**src/rtl/dac_serial_tx.sv**
```systemverilog
// Serial feeder for a 12-bit DAC: takes parallel samples over valid/ready,
// shifts them out MSB-first on SI framed by SI_en, then pulses soc.
module dac_serial_tx #(
  parameter int unsigned N   = 12,
  parameter int unsigned GAP = 0
) (
  input  logic         clk,
  input  logic         rst_n,
  input  logic [N-1:0] data_in,
  input  logic         data_valid,
  output logic         data_ready,
  input  logic         run,
  output logic         SI,
  output logic         SI_en,
  output logic         soc,
  output logic         busy,
  output logic         underrun
);

  localparam int unsigned CNT_W = (N > 2) ? $clog2(N) : 1;
  localparam int unsigned GAP_W = 4;
  localparam logic [CNT_W-1:0] CNT_LAST = CNT_W'(N - 1);
  localparam logic [GAP_W-1:0] GAP_LOAD = GAP_W'(GAP) - GAP_W'(1);

  typedef enum logic [1:0] {S_IDLE, S_SHIFT, S_SOC, S_GAP} state_t;

  state_t           state, state_d;
  logic [N-1:0]     shreg, shreg_d;
  logic [CNT_W-1:0] cnt, cnt_d;
  logic [GAP_W-1:0] gcnt, gcnt_d;
  logic             si_d, si_en_d, soc_d, busy_d, underrun_d;
  logic             xfer, frame_end;

  always_ff @(posedge clk or negedge rst_n) begin
    if (!rst_n) begin
      state    <= S_IDLE;
      shreg    <= '0;
      cnt      <= '0;
      gcnt     <= '0;
      SI       <= 1'b0;
      SI_en    <= 1'b0;
      soc      <= 1'b0;
      busy     <= 1'b0;
      underrun <= 1'b0;
    end else begin
      state    <= state_d;
      shreg    <= shreg_d;
      cnt      <= cnt_d;
      gcnt     <= gcnt_d;
      SI       <= si_d;
      SI_en    <= si_en_d;
      soc      <= soc_d;
      busy     <= busy_d;
      underrun <= underrun_d;
    end
  end

  // Outputs are computed from the next state so they line up with it after the edge.
  always_comb begin
    state_d    = state;
    shreg_d    = shreg;
    cnt_d      = cnt;
    gcnt_d     = gcnt;
    si_d       = 1'b0;
    si_en_d    = 1'b0;
    soc_d      = 1'b0;
    underrun_d = 1'b0;

    frame_end  = ((state == S_SOC) && (GAP == 0)) ||
                 ((state == S_GAP) && (gcnt == '0));
    data_ready = (state == S_IDLE) || frame_end;
    xfer       = data_valid && data_ready;

    case (state)
      S_SHIFT: begin
        if (cnt == '0) begin
          state_d = S_SOC;
          soc_d   = 1'b1;
        end else begin
          shreg_d = {shreg[N-2:0], 1'b0};
          cnt_d   = cnt - CNT_W'(1);
          si_d    = shreg[N-2];
          si_en_d = 1'b1;
        end
      end
      S_SOC: begin
        if (GAP != 0) begin
          state_d = S_GAP;
          gcnt_d  = GAP_LOAD;
        end
      end
      S_GAP: begin
        if (gcnt != '0) gcnt_d = gcnt - GAP_W'(1);
      end
      default: ;
    endcase

    // Frame ended with nothing to send: fall back to idle, flag a miss in streaming mode.
    if (frame_end && !xfer) begin
      state_d    = S_IDLE;
      underrun_d = run;
    end

    if (xfer) begin
      state_d = S_SHIFT;
      shreg_d = data_in;
      cnt_d   = CNT_LAST;
      si_d    = data_in[N-1];
      si_en_d = 1'b1;
    end

    busy_d = (state_d != S_IDLE);
  end

endmodule
```
**config.mk**
```make
export PLATFORM = sky130hd
export DESIGN_NAME = dac_serial_tx
export DESIGN_NICKNAME = d
export VERILOG_FILES = /design/src/rtl/dac_serial_tx.sv
export SDC_FILE = /design/constraint.sdc
export NUM_CORES = 1
export LEC_CHECK = 0
export BUFFER_PORTS_ARGS = -buffer_cell sky130_fd_sc_hd__buf_2
export CORE_MARGIN = 3
export CORE_UTILIZATION = 54
export DETAILED_ROUTE_END_ITERATION = 7
export GPL_TIMING_DRIVEN = 0
export PLACE_DENSITY = 0.83
export SLEW_MARGIN = 20
export SYNTH_ARGS = -nofsm -noshare
export SYNTH_HDL_FRONTEND = slang
export SYNTH_SLANG_ARGS = --single-unit
export TNS_END_PERCENT = 10
```
**constraint.sdc**
```tcl
create_clock -name clk -period 1.8 [get_ports clk]
set_input_delay 0 -clock clk [delete_from_list [all_inputs] [get_ports clk]]
set_output_delay 0 -clock clk [all_outputs]
set_load 0.005 [all_outputs]
```
Yosys cells after proc, flatten, opt, wreduce, memory -nomap -nowiden
Index checks and enable logic that the tools add are counted.
- bits in registers: 26
- logic and storage cells: 48
- output and inout port bits: 6
- input bits: 16
- reduce and logical (&&, ||, !) cells: 14
- $add $sub $neg: 2
- equality and inequality tests: 4
- multiplexer cells: 19
- operators by type and width (kind ; number):
    11-bit two-way mux ; 3
    4-bit two-way mux ; 3
    1-bit two-way mux ; 9
    4-bit zero test ; 2
    2-bit two-way mux ; 4
    4-bit by 1-bit subtractor with 4-bit output, second input constant ; 2
    2-bit equality test, second input constant ; 2
    2-bit AND reduction ; 2
    2-bit nonzero test ; 2
    4-bit nonzero test ; 1
    1-bit logical AND ; 3
    2-bit by 1-bit equality test with 1-bit output, second input constant ; 1
    2-bit zero test ; 1
    1-bit logical OR ; 2
    2-bit != test, second input constant ; 1
    1-bit zero test ; 1

Longest topological paths before layout
- depth in word-level cells: 10
- mapped depth: 7

Least setup slack after synthesis
OpenSTA, ideal clock, no wires.
- path kind: register to register
- start: register cnt[0]
- end: register SI
- data arrival time: 1.418 ns
- buffers on the path: 2
- required time: 1.678 ns
- cell stages (with the launch flop): 7
- path slack: 0.260 ns
- clock period less this slack: 1.540 ns
- cells stage by stage: dfrtp_1 > inv_1 > ha_1 > or3b_1 > buf_2 > buf_6 > a32o_1
- cells in the longest elaborated chain, start to end: 4
- RTL lines (what ; line ; text):
    start: declaration ; 29 ; logic [CNT_W-1:0] cnt, cnt_d;
    start signal: assignment ; 48 ; cnt <= cnt_d;
    4-bit zero test ; 76 ; if (cnt == '0) begin
    1-bit two-way mux ; 76 ;
    1-bit two-way mux ; 74 ; case (state)
    1-bit two-way mux ; 104 ; if (xfer) begin
    net si_d ; 31 ; logic si_d, si_en_d, soc_d, busy_d, underrun_d;
    end signal: assignment ; 50 ; SI <= si_d;
    end: declaration ; 13 ; output logic SI,
The timed path passes the listed nets, and every way through them passes these cells.
A chain may end at the register's enable or synchronous reset.

Final worst setup path
Ends and elaborated chain as after synthesis.

==> flow_summary.json <==
{
  "ios": 22,
  "dp_hpwl_mm": 2.12,
  "synth_area_um2": 1330,
  "drt-total-wl_mm": 3.22,
  "place.gp.congestion": 0.828,
  "start_util": 0.585,
  "multi_input_comb_area_um2": 592,
  "crit_fanout": 10,
  "ys_seq_area_frac": 0.489,
  "max_stage_delay_ns": 0.42,
  "die_y_um": 55.7,
  "drcViolationCount": 0,
  "crit_slowest_cell": "dfrtp_1",
  "most-common-layout-cells": "dfrtp_1 (26), buf_2 (26), o21ai_0 (19), dlygate4sd3_1 (14), nand3_1 (13)",
  "fill_cells": 156,
  "cts_made_buffers": 3,
  "port-buffer-count": 21,
  "fin_skew_ns": 0.00872,
  "slew_viol_final": 0,
  "endpoint_kind": "flop",
  "leakagePower_uw": 0.000753,
  "syn-num-nets": 152,
  "fin_nets": 192,
  "ant_nets": 0,
  "cp.arrival_ns": 1.94,
  "grt_pass1_vias": 1222,
  "syn_inst": 132,
  "vias_per_cell": 6.10,
  "ys_ff_latch": 26,
  "clock-sinks": 26,
  "routedWlPerCell_um": 16.2,
  "postSynth.asyncResetShare": 1.00,
  "synth.area.mux_share": 0.0150,
  "grt_max_degree": 27,
  "tightestPinTransition_ns": 0.591,
  "post_cts_buffers": 0,
  "fmax_mhz": 584,
  "die_w_um": 55.7,
  "core.rowCount": 17,
  "synth_edf_count": 0,
  "synth_top_family_by_area": "compound AO/OA/AOI/OAI gates",
  "htreeDepth": 1,
  "ir_drop_mv": 0.993,
  "core_um2": 2280,
  "diodes": 0,
  "cts_root_buf": "clkbuf_4",
  "final_util": 0.737,
  "antenna_found_initial": 0,
  "cts_buffer_depth": 2,
  "dr.pass1.iters": 4,
  "insertion_delay_ns": 0.33,
  "crit_family": "buffers and inverters",
  "clk_pin_slew_ns": 0.15,
  "finalCritPeriodShare": 0.951,
  "drive_gt1_frac": 0.228,
  "path_class": "reg -> reg",
  "layout_min_cycle_time_ns": 1.71,
  "dieArea_um2": 3100,
  "cts_tree": "built",
  "rsz0062_at_grt": "false",
  "vias": 1214,
  "area_growth_pct": 26.0,
  "outcome": "completed",
  "synthFlopType": "dfrtp_1",
  "crit_required_ns": 2.02,
  "synthSimpleGateAreaFrac": 0.150,
  "yosys.area_share.adder": 0.0376,
  "startpoint_type": "flop",
  "ys.warnings.count": 0,
  "setup_violations": 0,
  "timing_hold_violations_final": 0,
  "cp_cell_sequence": "inv_1, ha_1, or3b_1, buf_2, buf_6, a32o_1",
  "critPathBufInv": 3,
  "min_path_type": "in -> reg",
  "globalRouteOverflowTotal": 0,
  "synth-xor-area-share": 0.0197,
  "power.density_nw_per_um2": 1440,
  "tns_ns": 0,
  "synth_compound_gate_area_share": 0.214,
  "drt_iter0_markers": 40,
  "maxCapViolations": 0,
  "synth.avg_cell_area_um2": 10.1,
  "seq_area_um2": 651,
  "netlist-cell-type-count": 30,
  "grt_pass1_wl_mm": 5.84,
  "grtUsageTotal": 0.235,
  "max_slew_margin": 0.606
}
## metal layers
layer	global-route usage	wire length, um	up-vias	part of all wire
met4	0.0833	77	0	0.024
met2	0.385	1660	46	0.51
met5	0	0	-	0
li1	-	-	570	-
met1	0.326	1330	589	0.41
met3	0.0232	163	9	0.051
## cell families after synthesis
| group | count (synthesis) |
|---|---|
| AO/OA/AOI/OAI | 47 |
| AND/OR/NAND/NOR | 31 |
| flip-flops | 26 |
| buffers and inverters | 19 |
| adder cells (fa/ha/maj) | 4 |
| XOR/XNOR | 3 |
| multiplexers | 2 |
## cell usage after synthesis (2+ instances only)
| master | number | area, um2 |
|---|---|---|
| a211oi_1 | 10 | 75.1 |
| a21oi_1 | 4 | 20.0 |
| a31oi_1 | 11 | 68.8 |
| buf_2 | 6 | 30.0 |
| buf_6 | 2 | 22.5 |
| clkbuf_1 | 2 | 7.51 |
| dfrtp_1 | 26 | 651 |
| ha_1 | 4 | 50.1 |
| inv_1 | 7 | 26.3 |
| mux2i_1 | 2 | 20.0 |
| nand2b_1 | 2 | 12.5 |
| nand3_1 | 13 | 65.1 |
| nand4_1 | 2 | 12.5 |
| nor2_1 | 2 | 7.51 |
| nor3_1 | 3 | 15.0 |
| o21ai_0 | 19 | 95.1 |
| or3b_1 | 2 | 17.5 |
| xnor2_1 | 3 | 26.3 |
## stage by stage
stage | setup WS (ns) | instance area, um2 | power [uW] | hold slack, ns | instances
after floorplan | 0.260 | 1330 | 1650 | -0.296 | 132
after global placement | 0.118 | 1470 | 1890 | 0.0279 | 181
after detailed placement | 0.0578 | 1470 | 1950 | 0.0301 | 181
after CTS | 0.0288 | 1660 | 2380 | 0.0925 | 199
after global routing | 0.0261 | 1680 | 2610 | 0.104 | 199
final | 0.0881 | 1680 | 2410 | 0.0919 | 199
## worst reg2reg max path, stage by stage (launching register included)
cell and delay, ns:
dfrtp_1 0.42, inv_1 0.10, ha_1 0.17, or3b_1 0.34
buf_2 0.18, buf_6 0.15, a32o_1 0.25
## final timing paths
path / start / endpoint / slack (ns) / cells past startpoint
max: cnt[0] / SI / 0.09 / 6
min: data_valid / underrun / 0.09 / 4
max reg2reg: cnt[0] / SI / 0.09 / 6
min reg2reg: gcnt[3] / gcnt[3] / 0.51 / 1
max in group asynchronous: rst_n / gcnt[1] / 1.22 / 2
min in group asynchronous: rst_n / shreg[1] / 0.19 / 2
## power by group
part	leakage, uW	switching, uW	internal [uW]
clock	0.0000279	181	225
combinational	0.000405	618	456
sequential	0.000320	124	808
total	0.000753	923	1490
## cell type report
| type | count | area share |
|---|---|---|
| multi-input combinational | 87 | 0.353 |
| clock buffer | 3 | 0.0134 |
| buffer | 12 | 0.0455 |
| inverter | 7 | 0.0157 |
| clock inverter | 1 | 0.0179 |
| timing repair buffer | 35 | 0.146 |
| sequential | 26 | 0.388 |
| tap | 28 | 0.0209 |
## sequential cells by signal, indices dropped and copies added (netlist names)
name	flops
busy	1
cnt	4
soc	1
SI	1
state	2
shreg	11
gcnt	4
underrun	1
SI_en	1
## timing repair
item,4_1_cts,5_1_grt
setup endpoints to repair,0,11
resized for setup,0,6
hold endpoints to repair,39,0
hold buffers,14,0
Power figures use the tool's default switching activity.
